[src/rtl/pipe_event_counter.sv]
// Performance-event counter for the pipelined core: counts cycles, filtered stalls,
// IF/ID flushes and retired instructions over a bounded run window, read through a registered port.
module pipe_event_counter #(
   parameter int WIDTH      = 32,
   parameter int MAX_CYCLES = 64
) (
   input  logic             clk_i,
   input  logic             rst_i,
   input  logic             start_i,
   input  logic             stall_i,
   input  logic             branch_i,
   input  logic             flush_i,
   input  logic             retire_i,
   input  logic             clear_i,
   input  logic             rd_req_i,
   input  logic [1:0]       rd_sel_i,
   output logic             rd_valid_o,
   output logic [WIDTH-1:0] rd_data_o,
   output logic             done_o,
   output logic [1:0]       state_o
);

   typedef enum logic [1:0] {
      IDLE = 2'd0,
      RUN  = 2'd1,
      DONE = 2'd2
   } state_e;

   state_e           state_q, state_d;
   logic             done_q, done_d;
   logic [WIDTH-1:0] cyc_q, cyc_d;
   logic [WIDTH-1:0] stall_q, stall_d;
   logic [WIDTH-1:0] flush_q, flush_d;
   logic [WIDTH-1:0] retire_q, retire_d;
   logic             rd_valid_q, rd_valid_d;
   logic [WIDTH-1:0] rd_data_q, rd_data_d;
   logic             count_en;

   // Counters stick at all-ones instead of wrapping.
   function automatic logic [WIDTH-1:0] sat_inc(input logic [WIDTH-1:0] v, input logic en);
      if (en && (v != {WIDTH{1'b1}}))
         return v + WIDTH'(1);
      return v;
   endfunction

   always_comb begin
      state_d    = state_q;
      cyc_d      = cyc_q;
      stall_d    = stall_q;
      flush_d    = flush_q;
      retire_d   = retire_q;
      rd_valid_d = rd_req_i;
      rd_data_d  = rd_data_q;
      count_en   = 1'b0;

      case (state_q)
         IDLE:    count_en = start_i;
         RUN:     count_en = start_i;
         DONE:    count_en = 1'b0;
         default: state_d  = IDLE;
      endcase

      if (count_en) begin
         cyc_d    = sat_inc(cyc_q, 1'b1);
         stall_d  = sat_inc(stall_q, stall_i && !branch_i);
         flush_d  = sat_inc(flush_q, flush_i);
         retire_d = sat_inc(retire_q, retire_i);
         state_d  = RUN;
         // The window closes on the edge that brings the cycle count to MAX_CYCLES.
         if ((MAX_CYCLES != 0) && (64'(cyc_d) == 64'(MAX_CYCLES)))
            state_d = DONE;
      end

      if (clear_i) begin
         state_d  = IDLE;
         cyc_d    = '0;
         stall_d  = '0;
         flush_d  = '0;
         retire_d = '0;
      end

      // Reads see the counters as they were before this edge's update or clear.
      if (rd_req_i) begin
         case (rd_sel_i)
            2'd0:    rd_data_d = cyc_q;
            2'd1:    rd_data_d = stall_q;
            2'd2:    rd_data_d = flush_q;
            default: rd_data_d = retire_q;
         endcase
      end

      done_d = (state_d == DONE);
   end

   always_ff @(posedge clk_i or negedge rst_i) begin
      if (!rst_i) begin
         state_q    <= IDLE;
         done_q     <= 1'b0;
         cyc_q      <= '0;
         stall_q    <= '0;
         flush_q    <= '0;
         retire_q   <= '0;
         rd_valid_q <= 1'b0;
         rd_data_q  <= '0;
      end else begin
         state_q    <= state_d;
         done_q     <= done_d;
         cyc_q      <= cyc_d;
         stall_q    <= stall_d;
         flush_q    <= flush_d;
         retire_q   <= retire_d;
         rd_valid_q <= rd_valid_d;
         rd_data_q  <= rd_data_d;
      end
   end

   assign rd_valid_o = rd_valid_q;
   assign rd_data_o  = rd_data_q;
   assign done_o     = done_q;
   assign state_o    = state_q;

endmodule

[config.mk]
export PLATFORM = sky130hd
export DESIGN_NAME = pipe_event_counter
export DESIGN_NICKNAME = d
export VERILOG_FILES = /design/src/rtl/pipe_event_counter.sv
export SDC_FILE = /design/constraint.sdc
export NUM_CORES = 1
export LEC_CHECK = 0
export ABC_AREA = 1
export CAP_MARGIN = 10
export CORE_ASPECT_RATIO = 0.75
export CORE_MARGIN = 2
export CORE_UTILIZATION = 45
export CTS_CLUSTER_SIZE = 16
export DETAILED_ROUTE_END_ITERATION = 10
export PLACE_DENSITY = 0.61
export SYNTH_ARGS = -nofsm -noshare
export SYNTH_HDL_FRONTEND = slang
export SYNTH_SLANG_ARGS = --single-unit
[constraint.sdc]
create_clock -name clk_i -period 2.6 [get_ports clk_i]
set_input_delay 0.39 -clock clk_i [delete_from_list [all_inputs] [get_ports clk_i]]
set_output_delay 0.39 -clock clk_i [all_outputs]
set_load 0.05 [all_outputs]
==> results of run 1 <==
[synth_stat cells (2+ instances only)]
| cell type | number | share of area [%] |
|---|---|---|
| a31oi_1 | 4 | 0.24 |
| o21a_1 | 3 | 0.22 |
| o21ai_1 | 5 | 0.24 |
| nand2_4 | 3 | 0.33 |
| nand4_1 | 49 | 3.0 |
| nand2_1 | 336 | 12 |
| o31ai_1 | 23 | 1.7 |
| nor2_4 | 3 | 0.33 |
| o21ai_0 | 102 | 5.0 |
| nor3_1 | 70 | 3.4 |
| nor2_2 | 3 | 0.18 |
| nand2_2 | 5 | 0.30 |
| a221oi_1 | 30 | 2.5 |
| buf_1 | 5 | 0.18 |
| and2_1 | 3 | 0.18 |
| o22ai_1 | 40 | 2.4 |
| nand3_1 | 100 | 4.9 |
| nor2_1 | 175 | 6.4 |
| or2_2 | 3 | 0.18 |
| nor4_1 | 19 | 1.2 |
| dfrtp_1 | 164 | 40 |
| a21oi_1 | 33 | 1.6 |
| inv_1 | 163 | 5.9 |
| ha_1 | 4 | 0.49 |
| nor3b_1 | 4 | 0.29 |
| clkbuf_1 | 38 | 1.4 |
| nand3b_1 | 4 | 0.29 |
| xnor2_1 | 2 | 0.17 |
| buf_2 | 11 | 0.53 |
| inv_2 | 3 | 0.11 |
| xor2_1 | 38 | 3.2 |
| buf_4 | 2 | 0.15 |
[final cells by class]
type                    count  area (sq um)
fillers                  2173         10200
multi-input cells        1070          5359
flip-flops and latches    164          4105
repair buffers            113          1062
inverters                 166         623.1
clock buffers              22         464.2
well taps                 294         367.9
clock inverters             6         105.1
[metrics by stage]
stage	setup slack [ns]	power, W	cell area, sq um
after floorplan	0.4983	0.002910	10310
after global placement	0.1434	0.003156	11500
after detailed placement	0.1776	0.003160	11500
after CTS	0.1520	0.005726	12080
after global routing	0.01936	0.005877	12090
final	0.1735	0.005699	12090
[worst max-delay path, delay by kind of cell, from the launching register on]
kind	cells	cell delay (ns)
buf+inv	1	0.25
fa+ha+maj	1	0.26
flops	1	0.45
simple gates	13	1.39
[power by group through the flow]
stage / logic [W] / clock network (W) / registers (W)
floorplan: 0.000213 / 0 / 0.00270
global placement: 0.000498 / 0 / 0.00266
detailed placement: 0.000501 / 0 / 0.00266
CTS: 0.000504 / 0.00261 / 0.00261
global route: 0.000547 / 0.00271 / 0.00262
finish: 0.000507 / 0.00258 / 0.00261
[worst max-delay path by stage]
stage | start | endpoint | slack [ns] | depth (start not counted)
3_3_place_gp | start_i | stall_q[19] | 0.14 | 12
4_1_cts | cyc_q[0] | done_o | 0.15 | 16
3_5_place_dp | start_i | stall_q[19] | 0.18 | 12
2_1_floorplan | state_o[1] | stall_q[10] | 0.50 | 10
5_1_grt | cyc_q[0] | done_o | 0.02 | 16
6_report | cyc_q[0] | done_o | 0.17 | 15
[flip-flops by register name (all words and copies together) (netlist names)]
register    count
rd_valid_o      1
cyc_q          32
retire_q       32
rd_data_o      32
done_o          1
stall_q        32
flush_q        32
state_o         2
[repair_timing]
item	CTS	global route
gates resized for setup	0	4
setup endpoints to repair	0	5
setup buffers	0	0
endpoints found under the hold margin	51	0
hold buffers	1	0
[routing by layer]
layer | GRT usage (%) | up-vias | part of all wire, % | wire length, um
li1 | - | 5068 | - | -
met1 | 51.63 | 5074 | 50 | 18450
met2 | 39.44 | 525 | 38 | 14150
met3 | 8.193 | 43 | 10 | 3866
met4 | 7.272 | 0 | 1.8 | 670
met5 | 0 | - | 0 | 0
[logic make-up after synthesis]
| kind of cell | after synthesis | share of synthesized area, % |
|---|---|---|
| AND/OR/NAND/NOR | 782 | 33.56 |
| AO/OA/AOI/OAI | 244 | 14.37 |
| flip-flops | 164 | 39.80 |
| XOR/XNOR | 40 | 3.397 |
| adder cells (fa/ha/maj) | 4 | 0.4853 |
| buffers and inverters | 223 | 8.396 |
==> results.json, run 1 <==
{
  "p_clk_share_pct": 45.2,
  "min-delay-start": "clear_i",
  "synth_cell_types": 42,
  "reg2reg_slack_ns": 0.17,
  "viasPerCell": 5.837,
  "path_class": "flip-flop to flip-flop",
  "htree_levels": 4,
  "clk_pin_slew_worst_paths_ns": 0.07,
  "clk_latency_ns": 0.44,
  "rsz0062_at_grt": "false",
  "layout.nets": 1547,
  "power_density_nw_per_um2": 471.5,
  "antenna_found_initial": 0,
  "setup_viol": 0,
  "mostFrequentLayoutCell": "nand2_1",
  "io_pins": 47,
  "setup_tns_ns": 0,
  "maxCapViolCount": 0,
  "grt_use_total_pct": 31.36,
  "min_period_ns": 2.426,
  "hold_viol_final": 0,
  "worstReg2RegEnd": "done_o",
  "gp_congestion": 1.003,
  "peakVddDrop_uv": 446.9,
  "layout_common_cells": "nand2_1, nor2_1, dfrtp_1, inv_1, o21ai_0",
  "dp.cells": 1806,
  "grt_pass1_wl_um": 56580,
  "synthFlopType": "dfrtp_1",
  "power_switching_w": 0.001432,
  "die_area_sq_um": 24160,
  "tightest_slew_ns": 0.6461,
  "min_to": "retire_q[17]",
  "fin_util_pct": 54.23,
  "clockBufferDepth": 2,
  "reg2regPathDepth": 15,
  "fin_hold_ws_ns": 0.4563,
  "cts_tree": "done",
  "grt_pass1_vias": 9303,
  "synth_fp_nets": 1472,
  "cts_sinks": 164,
  "yosys_warnings": 0,
  "p_int_w": 0.004267,
  "n_antenna_cell": 0,
  "fmax_mhz": 412.1,
  "timing.final.crit_share_pct": 93.33,
  "initial_core_util_pct": 46.27,
  "die_h_um": 135.1,
  "drtPass1Iterations": 6,
  "drive_gt1_share_pct": 7.982,
  "cts_buffers": 17,
  "required_ns": 2.95,
  "overflow": 0,
  "root_buffer": "clkbuf_16",
  "core_sq_um": 22290,
  "p_comb_share_pct": 8.9,
  "cp_max_fo": 16,
  "max_stage_delay_ns": 0.45,
  "postRouteAntennaNets": 0,
  "via_count": 10710,
  "ys_seq_area_share_pct": 39.80,
  "finalClockSkew_ns": 0.01161,
  "worstSetupEndpointType": "flip-flop",
  "p_leak_nw": 4.742,
  "synth_edf_count": 0,
  "routed_wl_um": 37130,
  "portBuffers": 46,
  "r2r-start": "cyc_q[0]",
  "startpoint_type": "flip-flop",
  "hold_path.class": "input pin to flip-flop",
  "status": "complete, no violations",
  "slew_viol_final": 0,
  "slew_headroom_pct": 56.93,
  "die_w_um": 178.8,
  "area_delta_synth_final_pct": 17.20,
  "postSynthCellCount": 1457,
  "syn_area_per_cell_sq_um": 7.078,
  "path_cells": "ha_1, nand2_2, nor2_4, nand2_4, nor2_8, nand2_4, buf_4, nand3_1, nor2_1, nand2_1, nor2_1, nand3_1, nand2_1, nand2_1, nor2_1",
  "drt_iter0_drc": 1364,
  "post-route-drc-count": 0,
  "pwr-share-seq_pct": 45.9,
  "dp_hpwl_um": 28600,
  "critPathSlowestCell": "dfrtp_2",
  "synthArstFlopShare_pct": 100.0,
  "switching_share_pct": 25.12,
  "min_path_cells": 4,
  "stdcell_count": 1835,
  "rows": 47,
  "netlist_area_sq_um": 10310,
  "ys_seq_elements": 164,
  "crit_arrival_ns": 2.78,
  "grt_start_max_net_pins": 59,
  "wl_per_cell_um": 20.23
}
Note: power is estimated with default switching activity, not from simulation.
==> run 2: changes to the inputs <==
--- a/config.mk
+++ b/config.mk
@@ -10,9 +10,11 @@
 export CORE_ASPECT_RATIO = 0.75
 export CORE_MARGIN = 2
 export CORE_UTILIZATION = 45
+export CTS_CLUSTER_DIAMETER = 150
 export CTS_CLUSTER_SIZE = 16
 export DETAILED_ROUTE_END_ITERATION = 10
 export PLACE_DENSITY = 0.61
+export SKIP_CTS_REPAIR_TIMING = 1
 export SYNTH_ARGS = -nofsm -noshare
 export SYNTH_HDL_FRONTEND = slang
 export SYNTH_SLANG_ARGS = --single-unit
==> results of run 2 <==
Same layout as run 1: the final DEF is identical, and so are final timing and power.
==> run 3: changes to the inputs <==
--- a/config.mk
+++ b/config.mk
@@ -9,11 +9,11 @@
 export CAP_MARGIN = 10
 export CORE_ASPECT_RATIO = 0.75
 export CORE_MARGIN = 2
-export CORE_UTILIZATION = 45
+export CORE_UTILIZATION = 47
 export CTS_CLUSTER_DIAMETER = 150
 export CTS_CLUSTER_SIZE = 16
 export DETAILED_ROUTE_END_ITERATION = 10
-export PLACE_DENSITY = 0.61
+export PLACE_DENSITY = 0.64
 export SKIP_CTS_REPAIR_TIMING = 1
 export SYNTH_ARGS = -nofsm -noshare
 export SYNTH_HDL_FRONTEND = slang
==> results.json, run 3 (same netlist as run 1, synthesis figures left out) <==
{
  "status": "complete, no violations",
  "initial_core_util_pct": 48.29,
  "gp_congestion": 0.9823,
  "maxCapViolCount": 0,
  "rsz0062_at_grt": "false",
  "hold_path.class": "input pin to asynchronous set/reset pin",
  "layout_setup_ws_ns": 0.1584,
  "reg2regPathDepth": 16,
  "grt_start_max_net_pins": 61,
  "drive_gt1_share_pct": 7.241,
  "slew_headroom_pct": 61.44,
  "post-route-drc-count": 0,
  "tightest_slew_ns": 0.5740,
  "mostFrequentLayoutCell": "nand2_1",
  "dpl_worst_slack_ns": 0.1772,
  "io_pins": 47,
  "cts_tree": "done",
  "htree_levels": 4,
  "p_clk_share_pct": 44.9,
  "crit_arrival_ns": 2.81,
  "switching_share_pct": 26.47,
  "p_leak_nw": 4.663,
  "setup_tns_ns": 0,
  "wl_per_cell_um": 19.36,
  "die_area_sq_um": 23150,
  "timing.final.crit_share_pct": 93.91,
  "core_sq_um": 21350,
  "layout.nets": 1535,
  "worstReg2RegEnd": "state_o[1]",
  "power_density_nw_per_um2": 470.7,
  "viasPerCell": 5.816,
  "root_buffer": "clkbuf_16",
  "layout_common_cells": "nand2_1, nor2_1, dfrtp_1, inv_1, o21ai_0",
  "grt_pass1_wl_um": 54990,
  "die_h_um": 132.3,
  "cts_buffers": 17,
  "clockBufferDepth": 2,
  "p_int_w": 0.004146,
  "n_antenna_cell": 0,
  "cp_max_fo": 12,
  "peakVddDrop_uv": 444.1,
  "total_power_w": 0.005638,
  "overflow": 0,
  "min_period_ns": 2.442,
  "grt_use_total_pct": 31.04,
  "portBuffers": 46,
  "power_switching_w": 0.001492,
  "placed_area_sq_um": 11370,
  "final_area_sq_um": 11980,
  "grt_pass1_vias": 9267,
  "die_w_um": 175.0,
  "postRouteAntennaNets": 0,
  "hold_viol_final": 0,
  "drtPass1Iterations": 5,
  "drt_iter0_drc": 1439,
  "dp_hpwl_um": 26970,
  "slew_viol_final": 0,
  "pwr-share-seq_pct": 46.4,
  "setup_viol": 0,
  "rows": 46,
  "worstSetupEndpointType": "flip-flop",
  "stdcell_count": 1821,
  "clk_pin_slew_worst_paths_ns": 0.07,
  "clk_latency_ns": 0.44,
  "startpoint_type": "flip-flop",
  "finalClockSkew_ns": 0.008809,
  "p_comb_share_pct": 8.8,
  "fmax_mhz": 409.6,
  "r2r-start": "cyc_q[1]",
  "area_delta_synth_final_pct": 16.14,
  "via_count": 10591,
  "cts_sinks": 164,
  "reg2reg_slack_ns": 0.16,
  "routed_wl_um": 35260,
  "antenna_found_initial": 0,
  "required_ns": 2.97,
  "dp.cells": 1785,
  "path_class": "flip-flop to flip-flop"
}
## run 3: metal layers
metal  vias to the layer above  GRT usage (%)  routed length [um]
met2                       559          41.55               14040
li1                       5045              -                   -
met3                        42          8.247                4153
met1                      4945          49.17               16510
met5                         -              0                   0
met4                         0          6.713                 554
## run 3: layout make-up
class / instances / area [sq um]
Fill cell: 2043 / 9376
Tap cell: 288 / 360.3
Timing Repair Buffer: 101 / 959.7
Clock inverter: 11 / 130.1
Multi-Input combinational cell: 1070 / 5359
Sequential cell: 164 / 4104
Clock buffer: 21 / 440.4
Inverter: 166 / 623.1
## run 3: worst max path at each step
stage,start,end,slack [ns],depth (start not counted)
2_1_floorplan,state_o[1],stall_q[10],0.50,10
3_3_place_gp,retire_q[0],retire_q[25],0.22,12
3_5_place_dp,retire_q[0],retire_q[25],0.18,12
4_1_cts,retire_q[0],retire_q[25],0.12,12
5_1_grt,retire_q[0],retire_q[28],0.03,10
6_report,cyc_q[1],state_o[1],0.16,16
## run 3: stage by stage
step / hold slack (ns) / util, %
after floorplan: 0.09441 / -
after global placement: 0.3840 / 53.25
after detailed placement: 0.3873 / 53.25
after CTS: -0.07590 / 55.92
after global routing: 0.5087 / 56.09
final: 0.4713 / 56.09
## run 3: power by group through the flow
stage	logic, W	registers (W)	clock network, W
6_report	0.000494	0.00261	0.00253
5_1_grt	0.000539	0.00262	0.00268
4_1_cts	0.000486	0.00261	0.00257
3_5_place_dp	0.000484	0.00266	0
3_3_place_gp	0.000482	0.00266	0
2_1_floorplan	0.000213	0.00270	0
## run 3: critical path, cell delays in order (launching register included)
cell and delay, ns:
dfrtp_1 0.40, ha_1 0.24, nand2_2 0.12, nor2_4 0.06, nand2_4 0.12, nor2_8 0.07, nand2_4 0.11, inv_2 0.12
nor2_1 0.22, nand2_1 0.08, nor2_1 0.12, nand2_1 0.08, nor2_1 0.26, nand3_1 0.12, nand2_1 0.11, nand2_1 0.07
nor2_1 0.09
